### config.mk
export PLATFORM = sky130hd
export DESIGN_NAME = foc_openloop_seq_flat
export DESIGN_NICKNAME = d
export VERILOG_FILES = /design/src/rtl/foc_openloop_seq_if.sv /design/src/rtl/foc_openloop_seq.sv /design/src/flat_wrapper.sv
export SDC_FILE = /design/constraint.sdc
export NUM_CORES = 1
export LEC_CHECK = 0
export CORE_ASPECT_RATIO = 1.4
export CORE_MARGIN = 2
export CORE_UTILIZATION = 45
export CTS_CLUSTER_SIZE = 30
export DETAILED_ROUTE_END_ITERATION = 10
export HOLD_SLACK_MARGIN = 0.02
export PLACE_DENSITY = 0.83
export SYNTH_ARGS = -nofsm -noshare
export SYNTH_HDL_FRONTEND = slang
export SYNTH_SLANG_ARGS = --single-unit
### constraint.sdc
create_clock -name S_AXI_ACLK -period 5.9 [get_ports S_AXI_ACLK]
set_input_delay 0.59 -clock S_AXI_ACLK [delete_from_list [all_inputs] [get_ports S_AXI_ACLK]]
set_output_delay 0.59 -clock S_AXI_ACLK [all_outputs]
set_load 0.01 [all_outputs]
### src/rtl/foc_openloop_seq_if.sv
// Signal bundle between the open-loop sequencer, its control registers and the foc datapath.
// The master side drives commands and feeds back currents; the slave side is the sequencer.
interface foc_openloop_seq_if;
   logic        start;
   logic        stop;
   logic [15:0] speed;
   logic [15:0] upd_div;
   logic [15:0] uq_target;
   logic [15:0] ud_cmd;
   logic [31:0] ia_in;
   logic [31:0] ib_in;
   logic [31:0] ic_in;
   logic [15:0] angle;
   logic [15:0] ud;
   logic [15:0] uq;
   logic [31:0] ia_cap;
   logic [31:0] ib_cap;
   logic [31:0] ic_cap;
   logic        sample_valid;
   logic        busy;
   logic [1:0]  state;

   modport master (
      output start, stop, speed, upd_div, uq_target, ud_cmd, ia_in, ib_in, ic_in,
      input  angle, ud, uq, ia_cap, ib_cap, ic_cap, sample_valid, busy, state
   );

   modport slave (
      input  start, stop, speed, upd_div, uq_target, ud_cmd, ia_in, ib_in, ic_in,
      output angle, ud, uq, ia_cap, ib_cap, ic_cap, sample_valid, busy, state
   );
endinterface

### src/rtl/foc_openloop_seq.sv
// Open-loop foc sequencer: angle ramp, rate-limited uq soft start/stop, and
// phase-current capture a fixed number of clocks after each command update.
module foc_openloop_seq #(
   parameter int unsigned PIPE_LAT = 2,
   parameter int unsigned UQ_STEP  = 8
) (
   input logic               S_AXI_ACLK,
   input logic               S_AXI_ARESETN,
   foc_openloop_seq_if.slave bus
);

   typedef enum logic [1:0] {
      IDLE    = 2'd0,
      RAMP_UP = 2'd1,
      RUN     = 2'd2,
      RAMP_DN = 2'd3
   } state_t;

   localparam logic [3:0]         LAT_LOAD = 4'(PIPE_LAT);
   localparam logic [15:0]        STEP_U   = 16'(UQ_STEP);
   localparam logic signed [16:0] STEP_S   = $signed(17'(UQ_STEP));

   state_t             state_r;
   state_t             state_next_s;
   logic [15:0]        tick_cnt_r;
   logic               tick_s;
   logic [3:0]         lat_cnt_r;
   logic [15:0]        angle_r;
   logic [15:0]        ud_r;
   logic [15:0]        uq_r;
   logic [31:0]        ia_cap_r;
   logic [31:0]        ib_cap_r;
   logic [31:0]        ic_cap_r;
   logic               sample_valid_r;
   logic               busy_r;
   logic signed [15:0] uq_goal_s;
   logic signed [16:0] uq_diff_s;
   logic [15:0]        uq_next_s;

   assign tick_s = (state_r != IDLE) && (tick_cnt_r == bus.upd_div);

   // Rate-limited step of uq toward its goal; the difference is one bit wider so it cannot wrap.
   always_comb begin
      uq_goal_s = 16'sd0;
      uq_diff_s = 17'sd0;
      uq_next_s = uq_r;
      if (state_r == RAMP_DN) begin
         uq_goal_s = 16'sd0;
      end else begin
         uq_goal_s = $signed(bus.uq_target);
      end
      uq_diff_s = $signed({uq_goal_s[15], uq_goal_s}) - $signed({uq_r[15], uq_r});
      if (uq_diff_s > STEP_S) begin
         uq_next_s = uq_r + STEP_U;
      end else if (uq_diff_s < -STEP_S) begin
         uq_next_s = uq_r - STEP_U;
      end else begin
         uq_next_s = uq_goal_s;
      end
   end

   // Next-state logic; stop has priority over start and over the ramp-up completion.
   always_comb begin
      state_next_s = state_r;
      case (state_r)
         IDLE: begin
            if (bus.start && !bus.stop) begin
               state_next_s = RAMP_UP;
            end else begin
               state_next_s = IDLE;
            end
         end
         RAMP_UP: begin
            if (bus.stop) begin
               state_next_s = RAMP_DN;
            end else if (tick_s && (uq_next_s == bus.uq_target)) begin
               state_next_s = RUN;
            end else begin
               state_next_s = RAMP_UP;
            end
         end
         RUN: begin
            if (bus.stop) begin
               state_next_s = RAMP_DN;
            end else begin
               state_next_s = RUN;
            end
         end
         RAMP_DN: begin
            if (tick_s && (uq_next_s == 16'd0)) begin
               state_next_s = IDLE;
            end else begin
               state_next_s = RAMP_DN;
            end
         end
         default: begin
            state_next_s = IDLE;
         end
      endcase
   end

   // State register and its registered busy flag.
   always_ff @(posedge S_AXI_ACLK or negedge S_AXI_ARESETN) begin
      if (!S_AXI_ARESETN) begin
         state_r <= IDLE;
         busy_r  <= 1'b0;
      end else begin
         state_r <= state_next_s;
         busy_r  <= (state_next_s != IDLE);
      end
   end

   // Update-tick divider; held clear while idle so the first tick lands upd_div+1 clocks after start.
   always_ff @(posedge S_AXI_ACLK or negedge S_AXI_ARESETN) begin
      if (!S_AXI_ARESETN) begin
         tick_cnt_r <= 16'd0;
      end else if ((state_r == IDLE) || tick_s) begin
         tick_cnt_r <= 16'd0;
      end else begin
         tick_cnt_r <= tick_cnt_r + 16'd1;
      end
   end

   // Command outputs: angle advances and ud/uq update only on ticks; angle clears on start.
   always_ff @(posedge S_AXI_ACLK or negedge S_AXI_ARESETN) begin
      if (!S_AXI_ARESETN) begin
         angle_r <= 16'd0;
         ud_r    <= 16'd0;
         uq_r    <= 16'd0;
      end else if (state_r == IDLE) begin
         if (state_next_s == RAMP_UP) begin
            angle_r <= 16'd0;
         end
      end else if (tick_s) begin
         angle_r <= angle_r + bus.speed;
         uq_r    <= uq_next_s;
         if (state_r == RAMP_DN) begin
            ud_r <= 16'd0;
         end else begin
            ud_r <= bus.ud_cmd;
         end
      end
   end

   // Latency counter and current capture; a new tick supersedes a capture still in flight.
   always_ff @(posedge S_AXI_ACLK or negedge S_AXI_ARESETN) begin
      if (!S_AXI_ARESETN) begin
         lat_cnt_r      <= 4'd0;
         ia_cap_r       <= 32'd0;
         ib_cap_r       <= 32'd0;
         ic_cap_r       <= 32'd0;
         sample_valid_r <= 1'b0;
      end else begin
         sample_valid_r <= 1'b0;
         if (tick_s) begin
            lat_cnt_r <= LAT_LOAD;
         end else if (lat_cnt_r != 4'd0) begin
            lat_cnt_r <= lat_cnt_r - 4'd1;
            if (lat_cnt_r == 4'd1) begin
               ia_cap_r       <= bus.ia_in;
               ib_cap_r       <= bus.ib_in;
               ic_cap_r       <= bus.ic_in;
               sample_valid_r <= 1'b1;
            end
         end
      end
   end

   assign bus.state        = state_r;
   assign bus.busy         = busy_r;
   assign bus.angle        = angle_r;
   assign bus.ud           = ud_r;
   assign bus.uq           = uq_r;
   assign bus.ia_cap       = ia_cap_r;
   assign bus.ib_cap       = ib_cap_r;
   assign bus.ic_cap       = ic_cap_r;
   assign bus.sample_valid = sample_valid_r;

endmodule

### src/flat_wrapper.sv
// flat-port wrapper written by rule: the top's interface ports become plain ports
module foc_openloop_seq_flat 
#(
   parameter int unsigned PIPE_LAT = 2,
   parameter int unsigned UQ_STEP  = 8
)
  (S_AXI_ACLK, S_AXI_ARESETN, bus_start, bus_stop, bus_speed, bus_upd_div, bus_uq_target, bus_ud_cmd, bus_ia_in, bus_ib_in, bus_ic_in, bus_angle, bus_ud, bus_uq, bus_ia_cap, bus_ib_cap, bus_ic_cap, bus_sample_valid, bus_busy, bus_state);
  foc_openloop_seq_if bus_i ();
  input logic S_AXI_ACLK;
  input logic S_AXI_ARESETN;
  input wire logic [$bits(bus_i.start)-1:0] bus_start;
  input wire logic [$bits(bus_i.stop)-1:0] bus_stop;
  input wire logic [$bits(bus_i.speed)-1:0] bus_speed;
  input wire logic [$bits(bus_i.upd_div)-1:0] bus_upd_div;
  input wire logic [$bits(bus_i.uq_target)-1:0] bus_uq_target;
  input wire logic [$bits(bus_i.ud_cmd)-1:0] bus_ud_cmd;
  input wire logic [$bits(bus_i.ia_in)-1:0] bus_ia_in;
  input wire logic [$bits(bus_i.ib_in)-1:0] bus_ib_in;
  input wire logic [$bits(bus_i.ic_in)-1:0] bus_ic_in;
  output wire logic [$bits(bus_i.angle)-1:0] bus_angle;
  output wire logic [$bits(bus_i.ud)-1:0] bus_ud;
  output wire logic [$bits(bus_i.uq)-1:0] bus_uq;
  output wire logic [$bits(bus_i.ia_cap)-1:0] bus_ia_cap;
  output wire logic [$bits(bus_i.ib_cap)-1:0] bus_ib_cap;
  output wire logic [$bits(bus_i.ic_cap)-1:0] bus_ic_cap;
  output wire logic [$bits(bus_i.sample_valid)-1:0] bus_sample_valid;
  output wire logic [$bits(bus_i.busy)-1:0] bus_busy;
  output wire logic [$bits(bus_i.state)-1:0] bus_state;
  assign bus_i.start = bus_start;
  assign bus_i.stop = bus_stop;
  assign bus_i.speed = bus_speed;
  assign bus_i.upd_div = bus_upd_div;
  assign bus_i.uq_target = bus_uq_target;
  assign bus_i.ud_cmd = bus_ud_cmd;
  assign bus_i.ia_in = bus_ia_in;
  assign bus_i.ib_in = bus_ib_in;
  assign bus_i.ic_in = bus_ic_in;
  assign bus_angle = bus_i.angle;
  assign bus_ud = bus_i.ud;
  assign bus_uq = bus_i.uq;
  assign bus_ia_cap = bus_i.ia_cap;
  assign bus_ib_cap = bus_i.ib_cap;
  assign bus_ic_cap = bus_i.ic_cap;
  assign bus_sample_valid = bus_i.sample_valid;
  assign bus_busy = bus_i.busy;
  assign bus_state = bus_i.state;
  foc_openloop_seq #(.PIPE_LAT(PIPE_LAT), .UQ_STEP(UQ_STEP)) u_core (.S_AXI_ACLK(S_AXI_ACLK), .S_AXI_ARESETN(S_AXI_ARESETN), .bus(bus_i));
endmodule
; Word-level counts from Yosys, hierarchy flattened
; Cells that the tools add are included.
[word_totals]
register_bits = 168
output_inout_bits = 148
[op_classes]
n_mux = 19
bitwise = 2
addsub = 6
n_eq_ne = 8
magnitude_cmp = 2
reduce_logical = 16
[op_table]
columns = op, n
row1 = 16-bit 2-to-1 mux, 8
row2 = 16-bit == test, 2
row3 = "17-bit by 5-bit > comparator with 1-bit output, second input constant", 1
row4 = "17-bit by 4-bit < comparator with 1-bit output, second input constant", 1
row5 = 16-bit by 16-bit subtractor with 17-bit output, 1
row6 = "16-bit by 1-bit adder with 16-bit output, second input constant", 1
row7 = 16-bit adder, 1
row8 = "16-bit by 4-bit adder with 16-bit output, second input constant", 1
row9 = 16-bit logical NOT, 1
row10 = "16-bit by 4-bit subtractor with 16-bit output, second input constant", 1
row11 = 4-bit 2-to-1 mux, 2
row12 = 2-bit one-hot mux with 4 select lines, 1
row13 = 2-bit nonzero test, 4
row14 = 2-bit 2-to-1 mux, 3
row15 = 1-bit 2-to-1 mux, 5
row16 = "2-bit by 1-bit == test with 1-bit output, second input constant", 2
row17 = "2-bit == test, second input constant", 2
row18 = "4-bit by 1-bit == test with 1-bit output, second input constant", 1
row19 = 1-bit logical AND, 4
row20 = 2-bit AND reduction, 2
row21 = 4-bit nonzero test, 1
row22 = "4-bit by 1-bit subtractor with 4-bit output, second input constant", 1
row23 = 3-bit AND reduction, 1
row24 = 2-bit logical NOT, 1
row25 = 4 further kinds, 5

; Depth between registers and ports, before layout
; Gate-level depths: netlist (run 1).
[logic_depth]
ltp_word = 14
depth_mapped = 22
mapped_depth_nobuf = 17

; Worst setup path after synthesis (run 1)
; No wires, ideal clock.
[synth_timing]
path_type = register -> register
start = reg u_core.state_r[0], in the netlist u_core.bus.state[0]
end = reg u_core.state_r[1], in the netlist u_core.bus.state[1]
setup_ps = 94
t_arrival_ps = 4941
synth_period_minus_slack_ps = 5035
path_buffers = 3
t_required_ps = 5806
slack_ps = 865
stages_incl_launch_ff = 21
cell_sequence = dfrtp_1 -> clkbuf_1 -> nand2_1 -> clkbuf_1 -> nand2_1 -> ha_1 -> fa_1 -> nor2b_1 -> o2111ai_1 -> and4b_1 -> or3_1 -> a21oi_1 -> or4b_1 -> o31a_1 -> buf_6 -> a32o_1 -> o21a_1 -> a311oi_2 -> o2111ai_1 -> or4_1 -> a211oi_1
[synth_via]
elab_chain_len = 11
elab_cells_between_ends = 20
cone_classes = add/sub (1) / order compare (2) / eq/ne (4) / mux (7) / reduce/logical (6)
[synth_lines]
columns = item, line
row1 = start: declaration, foc_openloop_seq.sv:23  ; state_t state_r;
row2 = start signal: assignment, foc_openloop_seq.sv:108  ; state_r <= state_next_s;
row3 = 2-bit == test, "foc_openloop_seq.sv:47, foc_openloop_seq.sv:65"
row4 = 16-bit 2-to-1 mux, foc_openloop_seq.sv:47  ; if (state_r == RAMP_DN) begin
row5 = 16-bit by 16-bit subtractor with 17-bit output, foc_openloop_seq.sv:52  ; uq_diff_s = $signed({uq_goal_s[15], uq_goal_s}) - $signed({uq_r[15], uq_r});
row6 = 17-bit by 4-bit < comparator with 1-bit output, foc_openloop_seq.sv:55  ; end else if (uq_diff_s < -STEP_S) begin
row7 = 16-bit 2-to-1 mux, foc_openloop_seq.sv:55
row8 = 16-bit 2-to-1 mux, foc_openloop_seq.sv:53  ; if (uq_diff_s > STEP_S) begin
row9 = 16-bit == test, foc_openloop_seq.sv:76  ; end else if (tick_s && (uq_next_s == bus.uq_target)) begin
row10 = 1-bit logical AND, foc_openloop_seq.sv:76
row11 = 2-bit 2-to-1 mux, foc_openloop_seq.sv:76
row12 = 2-bit 2-to-1 mux, foc_openloop_seq.sv:74  ; if (bus.stop) begin
row13 = 2-bit one-hot mux with 4 select lines *, foc_openloop_seq.sv:65  ; case (state_r)
row14 = named net u_core.state_next_s[1], foc_openloop_seq.sv:24  ; state_t state_next_s;
; The timed path passes the listed nets; every way through them passes the cells marked *.
; A chain may end at the register's enable or synchronous reset.

; Worst setup path after layout (run 1)
[layout_timing]
start = reg u_core.state_r[1], in the netlist u_core.bus.state[1]
end = reg u_core.state_r[1], in the netlist u_core.bus.state[1]
; Same word-level chain as after synthesis.

==> results_dict.tcl, run 1 <==
set metrics [dict create \
    critical_path_class "register to register" \
    layout_min_cycle_time_ns 5.49 \
    cp_data_arrival_time_ns 5.83 \
    first_iter_violations 547 \
    netlist.area_leader.share_pct 43.6 \
    r2r_cells 19 \
    drt_first_pass_iters 5 \
    yosysTopAreaCell "dfrtp_1" \
    synth_seq_cells 168 \
    n_fill_cell 1717 \
    netlist_area_um2 9650 \
    drtAntennaViolNets 0 \
    first_global_vias 9809 \
    fin_nets 1670 \
    ctsLongestPathBuffers 2 \
    drcViolationCount 0 \
    grt_first_pass_wirelength_mm 51.4 \
    tritoncts "yes" \
    h-tree-depth 4 \
    die-height_um 177 \
    status "finished clean" \
    rrSetupSlack_ns 0.41 \
    clkTransAtPathRegs_ns 0.07 \
    rsz0062_at_grt "false" \
    synth.distinct_cells 76 \
    finClkSkew_ns 0.0100 \
    p_per_area_nw_per_um2 335 \
    cp_max_fo 36 \
    grt_overflow 0 \
    drive_above_1_share_pct 4.66 \
    antenna_found_initial 1 \
    worstHoldPathType "input port to asynchronous set/reset pin" \
    drv_slew 0 \
    placed_area_um2 13100 \
    avgSynthCellArea_um2 8.27 \
    period_share_pct 93.0 \
    slew_headroom_pct 32.9 \
    ys_seq_area_share_pct 43.6 \
    multi_input_area_um2 5100 \
    cts_made_buffers 17 \
    syn_nets 1370 \
    vdd_drop_max_v 0.000336 \
    portBuffers 311 \
    max_freq_mhz 182 \
    die_w_um 128 \
    fin_util_pct 64.5 \
    async_reset_ff_share_pct 100 \
    critPathCaptureType "register" \
    ios 312 \
    critPathRequiredTime_ns 6.25 \
    yosysMostFrequentCell "nand2_1" \
    tightest_slew_ns 1.01 \
    cap_violations 0 \
    synth_common_cells "387 x nand2_1, 168 x dfrtp_1, 64 x nor2_1" \
    worst_setup_path_start_kind "register" \
    synth_ff_type "dfrtp_1" \
    rows 63 \
    design.die.area_um2 22600 \
    vias 9506 \
    synth_edf_count 0 \
    fin_tns_setup_ns 0 \
    register_area_um2 4200 \
    cts.repair.resized 0 \
    setup_viol 0 \
    synth_cells 1167 \
    gp_congestion 0.971 \
    ys_warn_count 0 \
    grt_max_degree 97 \
    post_cts_buffers 0 \
    synth_area_leaders "dfrtp_1 44%, nand2_1 15%, ha_1 4.8%, xnor2_1 4.4%, o21ai_0 2.7%" \
    routed_via_density 5.46 \
    drt_wl_total_mm 32.9 \
    clock_latency_ns 0.44 \
    routedWlPerCell_um 18.9 \
    cts_root_buffer "clkbuf_16" \
    clkSinkCount 168 \
    grtUsageTotal_pct 29.3 \
    core_area_um2 21100 \
    initial_core_util_pct 45.7 \
    area_delta_synth_final_pct 41.2 \
    p_leak_uw 0.00626 \
    cts_hold_buf 0 \
    stdcell_area_um2 13600 \
    dp_hpwl_mm 24.6 \
    hold_viol 0 \
]
cell families after synthesis:
group / Yosys count / synth area share, %
simple gates: 599 / 26.8
buf+inv: 92 / 3.72
flops: 168 / 43.6
fa+ha+maj: 39 / 5.21
mux: 9 / 1.01
compound gates: 193 / 13.5
xor+xnor: 67 / 6.08
through the flow:
stage	total power (uW)	setup slack [ns]	hold slack, ns	instances
4_1_cts	4610	0.373	0.186	1740
2_1_floorplan	2480	0.865	0.294	1167
6_report	4560	0.415	0.155	1741
5_1_grt	4850	0.00933	0.203	1741
3_5_place_dp	3500	0.147	0.460	1708
3_3_place_gp	3460	0.274	0.451	1708
state kept, by name, summed over array words and instances, names as in the netlist:
name and cells:
u_core.bus.angle 16, u_core.bus.busy 1, u_core.bus.ia_cap 32, u_core.bus.ib_cap 32
u_core.bus.ic_cap 32, u_core.bus.sample_valid 1, u_core.bus.state 2, u_core.bus.ud 16
u_core.bus.uq 16, u_core.lat_cnt_r 4, u_core.tick_cnt_r 16
where the power goes:
part / internal (uW) / total [uW] / switching (uW)
sequential: 1530 / 1770 / 240
clock: 562 / 1080 / 516
combinational: 890 / 1720 / 826
worst max-delay path: stages (launching register included):
cell and delay (ns):
dfrtp_1 0.50, nand2_1 0.16, buf_12 0.22, nand2_1 0.14
ha_1 0.23, fa_1 0.42, nand2b_1 0.18, a21oi_1 0.23
o31a_1 0.22, a21oi_1 0.08, a2111oi_0 0.42, o211a_1 0.28
nand4_2 0.29, buf_4 0.29, a32o_1 0.27, o21a_1 0.20
a311oi_2 0.24, o2111ai_1 0.24, or4_1 0.57, a211oi_1 0.21
final cells by class:
cell class | instances | area share [%]
Inverter | 42 | 1.16
Multi-Input combinational cell | 907 | 37.4
Clock inverter | 14 | 0.854
Tap cell | 260 | 2.39
Antenna cell | 1 | 0.0184
Timing Repair Buffer | 331 | 24.1
Clock buffer | 18 | 3.22
Sequential cell | 168 | 30.9
final timing paths:
check,start,to
hold / removal,S_AXI_ARESETN,u_core.bus.ib_cap[17]$_DFFE_PN0P_
min in group S_AXI_ACLK,u_core.bus.ud[3]$_DFFE_PN0P_,u_core.bus.ud[3]$_DFFE_PN0P_
max in group asynchronous,S_AXI_ARESETN,u_core.bus.ia_cap[8]$_DFFE_PN0P_
hold reg to reg,u_core.bus.ud[3]$_DFFE_PN0P_,u_core.bus.ud[3]$_DFFE_PN0P_
setup / recovery,u_core.bus.state[1]$_DFF_PN0_,u_core.bus.state[1]$_DFF_PN0_
setup reg to reg,u_core.bus.state[1]$_DFF_PN0_,u_core.bus.state[1]$_DFF_PN0_
metal layers:
metal	up-vias	global-route usage [%]	wire length [um]
met5	-	0	0
met3	92	7.62	2240
met1	4501	32.1	12000
met2	380	52.3	17200
li1	4533	-	-
met4	0	14.2	1500
layout by cell type (no fill, tap or decap), types with 5 or more instances in the layout:
| cell | instances |
|---|---|
| nand2_1 | 387 |
| clkdlybuf4s50_1 | 310 |
| dfrtp_1 | 168 |
| nor2_1 | 64 |
| o21ai_0 | 51 |
| xnor2_1 | 49 |
| inv_1 | 41 |
| a21oi_1 | 38 |
| nand3_1 | 37 |
| ha_1 | 37 |
| and2_1 | 24 |
| buf_4 | 19 |
| nor3_1 | 18 |
| xor2_1 | 18 |
| clkbuf_16 | 17 |
| o211ai_1 | 13 |
| a21o_1 | 12 |
| and3_1 | 10 |
| or3_1 | 9 |
| nand4_1 | 9 |
| nor4_1 | 8 |
| nor2b_1 | 8 |
| nand2b_1 | 6 |
| o31ai_1 | 6 |
| mux2i_1 | 5 |
| o21bai_1 | 5 |
No activity file was read; power rests on OpenSTA's default activity.
==> run 2, diff against run 1 <==
Settings changed: CORE_MARGIN 2 to unset.
==> results_dict.tcl, run 2 (synthesis results as in run 1) <==
set metrics [dict create \
    cp_data_arrival_time_ns 5.84 \
    slew_headroom_pct 31.4 \
    grt_first_pass_wirelength_mm 52.9 \
    critical_path_class "register to register" \
    portBuffers 311 \
    finClkSkew_ns 0.00800 \
    crit_chain "nand2_1 -> nand2_1 -> ha_1 -> fa_1 -> nand2b_1 -> a21oi_1 -> o31a_1 -> a41o_1 -> xnor2_1 -> nor4_1 -> nand4b_1 -> mux2_2 -> o21ai_0 -> xor2_1 -> o2111ai_1 -> or4_1 -> a211oi_1" \
    tritoncts "yes" \
    critical-path-top-delay-family "simple AND/OR/NAND/NOR gates" \
    fin_util_pct 65.1 \
    routedWlPerCell_um 19.1 \
    seqPwrFrac_pct 38.0 \
    critPathBufInv 0 \
    cpMaxStageDelayCell "or4_1" \
    drtAntennaViolNets 0 \
    drt_wl_total_mm 33.5 \
    vias 9601 \
    die-height_um 175 \
    fin_nets 1680 \
    p_per_area_nw_per_um2 340 \
    grt_overflow 0 \
    post_cts_buffers 0 \
    worstHoldPathType "input port to asynchronous set/reset pin" \
    holdWs_ns 0.157 \
    core_area_um2 21100 \
    design.die.area_um2 22000 \
    p_clk_share_pct 25.4 \
    first_global_vias 9983 \
    ios 312 \
    drive_above_1_share_pct 5.17 \
    cts.repair.resized 0 \
    die_w_um 126 \
    rows 63 \
    grt_max_degree 97 \
    final_cell_mix "387 x nand2_1, 310 x clkdlybuf4s50_1, 168 x dfrtp_1, 64 x nor2_1, 53 x o21ai_0" \
    clkTransAtPathRegs_ns 0.07 \
    slowest_delay_ns 0.57 \
    critPathCaptureType "register" \
    n_fill_cell 1725 \
    crit_top_cell "nand2_1" \
    setup_viol 0 \
    dp_hpwl_mm 25.4 \
    grtUsageTotal_pct 31.3 \
    cts_hold_buf 0 \
    hold_viol 0 \
    h-tree-depth 4 \
    drv_slew 0 \
    critPathRequiredTime_ns 6.26 \
    tightest_slew_ns 1.03 \
    worst_setup_path_start_kind "register" \
    cap_violations 0 \
    period_share_pct 92.8 \
    p_sw_uw 1550 \
    drt_first_pass_iters 5 \
    cp_max_fo 11 \
    drcViolationCount 0 \
    first_iter_violations 625 \
    fin_tns_setup_ns 0 \
    clock_latency_ns 0.45 \
    area_delta_synth_final_pct 42.5 \
    pwr-share-comb_pct 36.6 \
    clkSinkCount 168 \
    status "finished clean" \
    ctsLongestPathBuffers 2 \
    p_leak_uw 0.00633 \
    gp_congestion 1.03 \
    antenna_found_initial 2 \
    vdd_drop_max_v 0.000330 \
    layout_commonest_cell "nand2_1" \
    sw_frac_of_total_pct 33.2 \
    cts_root_buffer "clkbuf_16" \
    initial_core_util_pct 45.7 \
    layout_min_cycle_time_ns 5.48 \
    routed_via_density 5.49 \
    p_int_uw 3120 \
    rsz0062_at_grt "false" \
    cts_made_buffers 17 \
    max_freq_mhz 183 \
]
[run 2: cell type report]
| class | instances | area, um^2 | share of cell area [%] |
|---|---|---|---|
| sequential | 168 | 4200 | 30.6 |
| clock inverter | 9 | 140 | 1.02 |
| multi-input combinational | 907 | 5100 | 37.1 |
| timing repair buffer | 341 | 3340 | 24.3 |
| antenna | 1 | 2.50 | 0.0182 |
| inverter | 42 | 158 | 1.15 |
| clock buffer | 22 | 474 | 3.45 |
| tap | 260 | 325 | 2.37 |
[run 2: path summary, 6_finish.rpt]
path	to	startpoint	slack (ns)	depth (start not counted)
worst max-delay path	u_core.bus.state[1]$_DFF_PN0_	u_core.bus.state[0]$_DFF_PN0_	0.42	17
worst min-delay path	u_core.bus.ib_cap[13]$_DFFE_PN0P_	S_AXI_ARESETN	0.16	1
worst max register to register	u_core.bus.state[1]$_DFF_PN0_	u_core.bus.state[0]$_DFF_PN0_	0.42	17
worst min register to register	u_core.bus.ud[3]$_DFFE_PN0P_	u_core.bus.ud[3]$_DFFE_PN0P_	0.47	2
max in group asynchronous	u_core.bus.ib_cap[2]$_DFFE_PN0P_	S_AXI_ARESETN	4.56	2
min in group S_AXI_ACLK	u_core.bus.ud[3]$_DFFE_PN0P_	u_core.bus.ud[3]$_DFFE_PN0P_	0.47	2
[run 2: worst reg2reg max path: stages, from the launching register on]
cell and delay, ns:
dfrtp_1 0.38, nand2_1 0.35, nand2_1 0.16, ha_1 0.23, fa_1 0.42, nand2b_1 0.19, a21oi_1 0.22, o31a_1 0.24
a41o_1 0.27, xnor2_1 0.12, nor4_1 0.40, nand4b_1 0.31, mux2_2 0.46, o21ai_0 0.30, xor2_1 0.33, o2111ai_1 0.21
or4_1 0.57, a211oi_1 0.21
[run 2: power by group through the flow]
stage / Combinational (uW) / Clock, uW / Sequential, uW
2_1_floorplan: 574 / 0 / 1910
3_3_place_gp: 1680 / 0 / 1770
3_5_place_dp: 1720 / 0 / 1780
4_1_cts: 1730 / 1210 / 1780
5_1_grt: 1880 / 1250 / 1820
6_report: 1710 / 1190 / 1780
[run 2: routing by layer]
metal	global-route usage [%]	vias up	part of all wire (%)
li1	-	4547	-
met5	0	-	0.054
met4	16.9	2	4.7
met1	32.5	4584	36
met2	56.8	385	52
met3	8.67	83	6.9
[run 2: through the flow]
step           setup slack, ns  instance area (um^2)  cells  power, uW
2_1_floorplan            0.865                  9650   1167       2480
3_3_place_gp            0.0905                 13100   1718       3450
3_5_place_dp            0.0791                 13100   1718       3500
4_1_cts                  0.414                 13700   1749       4710
5_1_grt                  0.183                 13700   1750       4950
6_report                 0.422                 13700   1750       4680
